$ cat config.mk
export PLATFORM = sky130hd
export DESIGN_NAME = game_sequencer
export DESIGN_NICKNAME = d
export VERILOG_FILES = /design/src/rtl/game_pkg.sv /design/src/rtl/secret_lfsr.sv /design/src/rtl/game_sequencer.sv
export SDC_FILE = /design/constraint.sdc
export NUM_CORES = 1
export LEC_CHECK = 0
export CAP_MARGIN = 20
export CORE_MARGIN = 10
export CORE_UTILIZATION = 55
export DETAILED_ROUTE_END_ITERATION = 8
export PLACE_DENSITY = 0.77
export RECOVER_POWER = 100
export SYNTH_ARGS = -nofsm -noshare
export SYNTH_HDL_FRONTEND = slang
export SYNTH_SLANG_ARGS = --single-unit
$ cat constraint.sdc
create_clock -name clk -period 13.5 [get_ports clk]
set_input_delay 2.025 -clock clk [delete_from_list [all_inputs] [get_ports clk]]
set_output_delay 2.025 -clock clk [all_outputs]
set_load 0.005 [all_outputs]
$ cat src/rtl/game_pkg.sv
// -----------------------------------------------------------------------------
// game_pkg
// Shared definitions for the code-breaking game sequencer: peg geometry, the
// sequencer state encoding, the default game length and a small helper used
// by the scoring logic.
// No ports (package).
// -----------------------------------------------------------------------------
package game_pkg;

    localparam int unsigned NUM_PEGS          = 4;
    localparam int unsigned COLOR_W           = 3;
    localparam int unsigned NUM_COLORS        = 1 << COLOR_W;
    localparam int unsigned SECRET_W          = NUM_PEGS * COLOR_W;
    localparam int unsigned DEFAULT_MAX_TURNS = 8;

    typedef logic [COLOR_W-1:0] peg_t;

    // Wide enough to hold 0..NUM_PEGS.
    typedef logic [2:0] count_t;

    typedef enum logic [2:0] {
        StIdle,
        StNewGame,
        StPlay,
        StScore,
        StWin,
        StLose
    } state_t;

    function automatic count_t min_count(input count_t a, input count_t b);
        return (a < b) ? a : b;
    endfunction

endpackage

$ cat src/rtl/secret_lfsr.sv
// -----------------------------------------------------------------------------
// secret_lfsr
// 12-bit maximal-length Fibonacci LFSR, polynomial x^12 + x^6 + x^4 + x + 1.
// Steps on every rising clock edge; reset loads the seed, which must be
// nonzero or the register locks up at zero.
// Ports:
//   clk    in   sole clock
//   reset  in   asynchronous, active-high; loads seed
//   seed   in   12-bit reset value
//   value  out  current LFSR contents
// -----------------------------------------------------------------------------
module secret_lfsr
    import game_pkg::*;
(
    input  logic                clk,
    input  logic                reset,
    input  logic [SECRET_W-1:0] seed,
    output logic [SECRET_W-1:0] value
);

    logic [SECRET_W-1:0] lfsr_q;
    logic                feedback;

    assign feedback = lfsr_q[11] ^ lfsr_q[5] ^ lfsr_q[3] ^ lfsr_q[0];
    assign value    = lfsr_q;

    always_ff @(posedge clk or posedge reset) begin
        if (reset) begin
            lfsr_q <= seed;
        end else begin
            lfsr_q <= {lfsr_q[10:0], feedback};
        end
    end

endmodule

$ cat src/rtl/game_sequencer.sv
// -----------------------------------------------------------------------------
// game_sequencer
// Turn sequencer for a four-peg, eight-colour code-breaking game. Picks a
// secret from a free-running LFSR when a game starts, captures and scores
// guesses, tracks the turn count and drives a downstream history block.
// Optional feature macro: GAME_SEQUENCER_TURN_TIMER_EN adds a per-turn timer
// that auto-submits the current guess after TURN_TIMEOUT cycles in PLAY.
// Ports:
//   clk, reset                      clock, asynchronous active-high reset
//   btn_new, btn_submit, btn_view   one-cycle button pulses
//   guess3..guess0                  current peg colours
//   mode                            0 = play view, 1 = history view
//   store                           pulse: history block captures the guess
//   hist_clear                      pulse: history block clears
//   turn                            current turn index
//   exact, partial, score_valid     score of last guess and its update pulse
//   win, lose                       held while the game is won / lost
//   secret_out                      secret while lost, else 0
//   timeout                         pulse when the turn timer expires
// -----------------------------------------------------------------------------
module game_sequencer
    import game_pkg::*;
#(
    parameter int unsigned          MAX_TURNS    = DEFAULT_MAX_TURNS,
    parameter logic [SECRET_W-1:0]  LFSR_SEED    = 12'hACE,
    parameter int unsigned          TURN_TIMEOUT = 50_000_000
) (
    input  logic                clk,
    input  logic                reset,
    input  logic                btn_new,
    input  logic                btn_submit,
    input  logic                btn_view,
    input  logic [COLOR_W-1:0]  guess3,
    input  logic [COLOR_W-1:0]  guess2,
    input  logic [COLOR_W-1:0]  guess1,
    input  logic [COLOR_W-1:0]  guess0,
    output logic                mode,
    output logic                store,
    output logic                hist_clear,
    output logic [2:0]          turn,
    output logic [2:0]          exact,
    output logic [2:0]          partial,
    output logic                score_valid,
    output logic                win,
    output logic                lose,
    output logic [SECRET_W-1:0] secret_out,
    output logic                timeout
);

    state_t              state_q;
    logic [SECRET_W-1:0] secret_q;
    logic [SECRET_W-1:0] guess_q;
    logic [SECRET_W-1:0] lfsr_value;

    count_t              exact_c;
    count_t              partial_c;
    count_t              match_sum;
    count_t              cnt_g;
    count_t              cnt_s;

    logic                timer_fire;
    logic                take_guess;
    logic                go_new;

    secret_lfsr u_lfsr (
        .clk   (clk),
        .reset (reset),
        .seed  (LFSR_SEED),
        .value (lfsr_value)
    );

    // Scoring of the captured guess against the secret; only consumed in SCORE.
    always_comb begin
        exact_c   = '0;
        match_sum = '0;
        cnt_g     = '0;
        cnt_s     = '0;
        for (int i = 0; i < NUM_PEGS; i++) begin
            if (guess_q[i*COLOR_W +: COLOR_W] == secret_q[i*COLOR_W +: COLOR_W]) begin
                exact_c = exact_c + count_t'(1);
            end
        end
        // Colour-wise overlap counts exact hits too; subtract them afterwards.
        for (int c = 0; c < NUM_COLORS; c++) begin
            cnt_g = '0;
            cnt_s = '0;
            for (int i = 0; i < NUM_PEGS; i++) begin
                if (guess_q[i*COLOR_W +: COLOR_W] == peg_t'(c)) begin
                    cnt_g = cnt_g + count_t'(1);
                end
                if (secret_q[i*COLOR_W +: COLOR_W] == peg_t'(c)) begin
                    cnt_s = cnt_s + count_t'(1);
                end
            end
            match_sum = match_sum + min_count(cnt_g, cnt_s);
        end
        partial_c = match_sum - exact_c;
    end

`ifdef GAME_SEQUENCER_TURN_TIMER_EN
    localparam int unsigned TIMER_W = (TURN_TIMEOUT > 1) ? $clog2(TURN_TIMEOUT) : 1;

    logic [TIMER_W-1:0] timer_q;

    // Every entry into PLAY comes from NEWGAME or SCORE, which clear the count.
    always_ff @(posedge clk or posedge reset) begin
        if (reset) begin
            timer_q <= '0;
        end else begin
            case (state_q)
                StPlay:        timer_q <= timer_q + TIMER_W'(1);
                StWin, StLose: timer_q <= timer_q;
                default:       timer_q <= '0;
            endcase
        end
    end

    assign timer_fire = (state_q == StPlay) && (timer_q == TIMER_W'(TURN_TIMEOUT - 1));
`else
    logic unused_timeout_cfg;
    assign unused_timeout_cfg = (TURN_TIMEOUT == 0);
    assign timer_fire         = 1'b0;
`endif

    // Timer expiry submits even in history view.
    assign take_guess = (btn_submit && !mode) || timer_fire;
    assign go_new     = btn_new && (state_q != StNewGame);

    always_ff @(posedge clk or posedge reset) begin
        if (reset) begin
            state_q     <= StIdle;
            secret_q    <= '0;
            guess_q     <= '0;
            mode        <= 1'b0;
            store       <= 1'b0;
            hist_clear  <= 1'b0;
            turn        <= '0;
            exact       <= '0;
            partial     <= '0;
            score_valid <= 1'b0;
            win         <= 1'b0;
            lose        <= 1'b0;
            secret_out  <= '0;
            timeout     <= 1'b0;
        end else begin
            store       <= 1'b0;
            hist_clear  <= 1'b0;
            score_valid <= 1'b0;
            timeout     <= 1'b0;

            if (go_new) begin
                // Start or abort: takes priority over any other button.
                state_q    <= StNewGame;
                hist_clear <= 1'b1;
                mode       <= 1'b0;
                turn       <= '0;
                exact      <= '0;
                partial    <= '0;
                win        <= 1'b0;
                lose       <= 1'b0;
                secret_out <= '0;
            end else begin
                case (state_q)
                    StIdle: ;
                    StNewGame: begin
                        secret_q <= lfsr_value;
                        state_q  <= StPlay;
                    end
                    StPlay: begin
                        if (take_guess) begin
                            guess_q <= {guess3, guess2, guess1, guess0};
                            store   <= 1'b1;
                            timeout <= timer_fire;
                            state_q <= StScore;
                        end else if (btn_view) begin
                            mode <= ~mode;
                        end
                    end
                    StScore: begin
                        exact       <= exact_c;
                        partial     <= partial_c;
                        score_valid <= 1'b1;
                        if (exact_c == count_t'(NUM_PEGS)) begin
                            win     <= 1'b1;
                            state_q <= StWin;
                        end else if (turn == 3'(MAX_TURNS - 1)) begin
                            lose       <= 1'b1;
                            secret_out <= secret_q;
                            state_q    <= StLose;
                        end else begin
                            turn    <= turn + 3'd1;
                            mode    <= 1'b0;
                            state_q <= StPlay;
                        end
                    end
                    StWin, StLose: begin
                        if (btn_view) begin
                            mode <= ~mode;
                        end
                    end
                    default: state_q <= StIdle;
                endcase
            end
        end
    end

endmodule

==> results by group <==
Place
  – HPWL reported at the end of detailed placement: 11.2 mm
  – Cell Area, Placed: 0.00673 mm^2
  – Last weighted congestion value of the routability-driven placer: 0.872
  – I/O Buffers: 43
  – Worst slack, placed: 7.04 ns

Worst setup path
  – Peak fanout along the critical path: 11
  – Stages on worst setup path: 26
  – Origin of the worst setup path: secret_q[4]
  – Crit path buf inv count: 4
  – Family with the most delay on the worst path: adder cells
  – Launching element type of the critical path: flip-flop
  – Sort of element at the end of the critical path: flip-flop
  – Startpoint of the worst register-to-register path: secret_q[4]
  – Slowest cell on the critical path: sky130_fd_sc_hd__dfrtp_1
  – CP Data Arrival Time: 6.79 ns
  – CP max stage delay: 0.61 ns
  – Cells on worst reg2reg path: 26
  – Kind of critical path: flip-flop to flip-flop
  – Required time of the critical path: 13.75 ns
  – Most frequent CP cell: sky130_fd_sc_hd__xnor2_1

STA
  – Peak clock frequency supported by timing: 0.153 GHz
  – RSZ-0062 raised after global routing: no
  – Max-slew headroom at the worst pin: -130%
  – Sum of negative setup slack: 0 ns
  – Hold slack: 0.370 ns
  – Final worst clock skew: 0.00663 ns
  – Worst-case setup margin in the final layout: 6.96 ns
  – Slew Limit Fails: 67
  – Final count of negative-setup-slack endpoints: 0
  – Minimum clock period after layout: 6.54 ns
  – Hold Violations, Final: 0
  – Tcrit/Tclk final: 48.4%
  – Worst Tran Pin Value: 3.46 ns

Detailed routing
  – Routed length per placed instance: 17.7 um
  – DRC: 0
  – Via count: 4988
  – Wirelength, routed: 15.4 mm
  – Post-DRT Antenna Nets: 0
  – Via density per instance: 5.70
  – DRT iter0 DRCs: 219
  – Pre-antenna DRT Iters: 4

Final layout
  – Area overhead of the layout relative to synthesis: 13.4%
  – Multi-input gate area: 0.00420 mm^2
  – Most frequent standard cell in the layout excluding fill and tap cells: sky130_fd_sc_hd__ha_1
  – Number of fill cells: 888
  – Share of cells above drive strength 1: 7.89%
  – FF/Latch Area: 0.00166 mm^2
  – Number of antenna cells inserted: 0
  – Nets: 836
  – Layout Cell Area excl Fill: 0.00709 mm^2
  – Top library cells by usage in the layout, fill and taps aside: 80 x sky130_fd_sc_hd__ha_1, 79 x sky130_fd_sc_hd__nand2_1, 64 x sky130_fd_sc_hd__inv_1, 59 x sky130_fd_sc_hd__dfrtp_1, 57 x sky130_fd_sc_hd__nor2_1

Yosys
  – Post-Syn Instances: 708
  – Area share of the largest cell type after synthesis: 23.6%
  – Top cell type by total area after synthesis: sky130_fd_sc_hd__dfrtp_1
  – Combined area of all synthesized cells: 0.00626 mm^2
  – Post-synth top flop: sky130_fd_sc_hd__dfrtp_1
  – Number of warnings printed during yosys synthesis: 0
  – Number of enable-type register cells in the synthesized netlist: 0
  – Net count after synthesis: 814
  – Fraction of the yosys area taken by sequential cells: 26.5%
  – Leading cell types by total area after synthesis: sky130_fd_sc_hd__dfrtp_1 24%, sky130_fd_sc_hd__ha_1 16%, sky130_fd_sc_hd__xnor2_1 7.1%
  – Average size of a mapped cell: 8.84 um^2
  – Post-synth ARST share: 100%
  – Post-synthesis sequential element count: 66
  – Distinct cell type count after synthesis: 50

CTS
  – TritonCTS clock tree: built
  – Root cell of the clock tree: sky130_fd_sc_hd__clkbuf_16
  – CTS H-tree depth: 3
  – Inserted Clock Buffers: 9
  – Post-CTS Hold Fix Bufs: 0
  – Clock latency on the worst-skew pair: 0.33 ns
  – Post-CTS Setup Bufs: 0
  – Post-CTS sizing: 0
  – Clock Tree Buf Depth: 2
  – Clock Pin Slew Worst Setup and Hold Paths: 0.06 ns
  – Number of sinks driven by the clock tree: 66

Floorplanning
  – Die W: 127 um
  – Core outline area: 0.0110 mm^2
  – Height of the die: 127 um
  – Placement row count: 38
  – Starting utilization of the core area: 57.0%
  – IO Count: 45
  – Full die area: 0.0160 mm^2

Power
  – Worst vdd rail ir drop: 0.177 mV
  – Power density relative to cell area: 233 mW/mm^2
  – Leakage dissipation: 3.56 nW

GRT
  – Initial antenna violation count: 0
  – Overflow left after global routing: 0
  – First-pass GRT wire length: 25.7 mm
  – Number of global-route vias before repair: 5234
  – Maximum number of pins on one net before global-route repair: 67
  – Global routing usage summed across all routing layers: 19.3%

Status
  – Outcome: finished with violations
  – Violations in the final reports: max-capacitance violations, max-slew violations

Flow run
  – Number of maximum-capacitance violations: 1

Min path
  – Hold Crit Start: u_lfsr.value[1]
  – Cell depth of the worst min-delay path: 0
  – Path type of the worst min-delay path: flip-flop to flip-flop
==> kinds of logic after synthesis <==
family,Yosys count,synth area share [%]
other,1,0.0599
AND/OR/NAND/NOR,242,19.7
multiplexers,56,9.46
XOR/XNOR,84,12.3
buffers and inverters,100,6.40
adder cells (fa/ha/maj),89,18.9
flip-flops,66,26.5
AO/OA/AOI/OAI,70,6.68
==> registers in the layout (all words and copies together) (netlist names), 3 cells and up <==
| signal | count |
|---|---|
| exact | 3 |
| turn | 3 |
| u_lfsr.value | 12 |
| secret_q | 12 |
| partial | 3 |
| guess_q | 12 |
| secret_out | 12 |
| state_q | 3 |
==> path summary, 6_finish.rpt <==
kind	end	slack [ns]
hold reg to reg	u_lfsr.value[2]	0.37
max in group asynchronous	u_lfsr.value[5]	8.08
setup reg to reg	partial[2]	6.96
hold / removal	u_lfsr.value[2]	0.37
setup / recovery	partial[2]	6.96
min in group asynchronous	partial[1]	3.47
==> metrics by stage <==
step           cells  power [mW]  util [%]
2_1_floorplan    708        1.09         -
3_3_place_gp     859        1.31      61.2
3_5_place_dp     859        1.35      61.2
4_1_cts          875        1.66      64.7
5_1_grt          875        1.78      64.6
6_report         875        1.66      64.6
==> power by group <==
part	switching, mW	internal (mW)
registers	0.0837	0.227
clock network	0.0904	0.205
logic	0.535	0.514
==> area by class of cell <==
class	instances	share of cell area [%]
multi-input combinational	542	59.2
sequential	66	23.4
timing repair buffer	45	6.17
inverter	66	3.49
clock buffer	10	3.37
tap	140	2.47
clock inverter	6	1.94
==> worst reg2reg max path: stages, from the launching register on <==
cell and delay (ns):
sky130_fd_sc_hd__dfrtp_1 0.61, sky130_fd_sc_hd__nand2_1 0.09, sky130_fd_sc_hd__or2_2 0.31, sky130_fd_sc_hd__inv_1 0.09, sky130_fd_sc_hd__ha_1 0.25, sky130_fd_sc_hd__xor2_1 0.30
sky130_fd_sc_hd__inv_1 0.08, sky130_fd_sc_hd__ha_1 0.19, sky130_fd_sc_hd__nand4b_1 0.12, sky130_fd_sc_hd__xnor2_1 0.17, sky130_fd_sc_hd__inv_1 0.07, sky130_fd_sc_hd__ha_1 0.29
sky130_fd_sc_hd__a21oi_1 0.24, sky130_fd_sc_hd__nor2b_1 0.27, sky130_fd_sc_hd__mux2_2 0.38, sky130_fd_sc_hd__fa_1 0.42, sky130_fd_sc_hd__fa_1 0.49, sky130_fd_sc_hd__inv_1 0.06
sky130_fd_sc_hd__fa_1 0.44, sky130_fd_sc_hd__ha_1 0.22, sky130_fd_sc_hd__xnor2_1 0.19, sky130_fd_sc_hd__xnor2_1 0.17, sky130_fd_sc_hd__xnor2_1 0.17, sky130_fd_sc_hd__xnor2_1 0.16
sky130_fd_sc_hd__xnor2_1 0.15, sky130_fd_sc_hd__xnor3_1 0.40, sky130_fd_sc_hd__o21ai_0 0.14
==> layer usage <==
| layer | share of wire [%] | global-route usage (%) | wire length, um | up-vias |
|---|---|---|---|---|
| met5 | 0 | 0 | 0 | - |
| met4 | 3.9 | 9.58 | 597 | 0 |
| met3 | 5.6 | 3.96 | 859 | 50 |
| met2 | 48 | 32.6 | 7430 | 142 |
| met1 | 42 | 22.7 | 6560 | 2411 |
| li1 | - | - | - | 2385 |
==> cells in the mapped netlist (all sizes together) (17+ instances only) <==
cell,count
ha,80
mux2,25
nor2,58
xnor2,54
xor2,29
clkbuf,22
dfrtp,59
inv,65
nand2,79
a21oi,23
o21ai,26
mux2i,31
nand3,17
nor3b,19
Power figures use the tool's default switching activity.
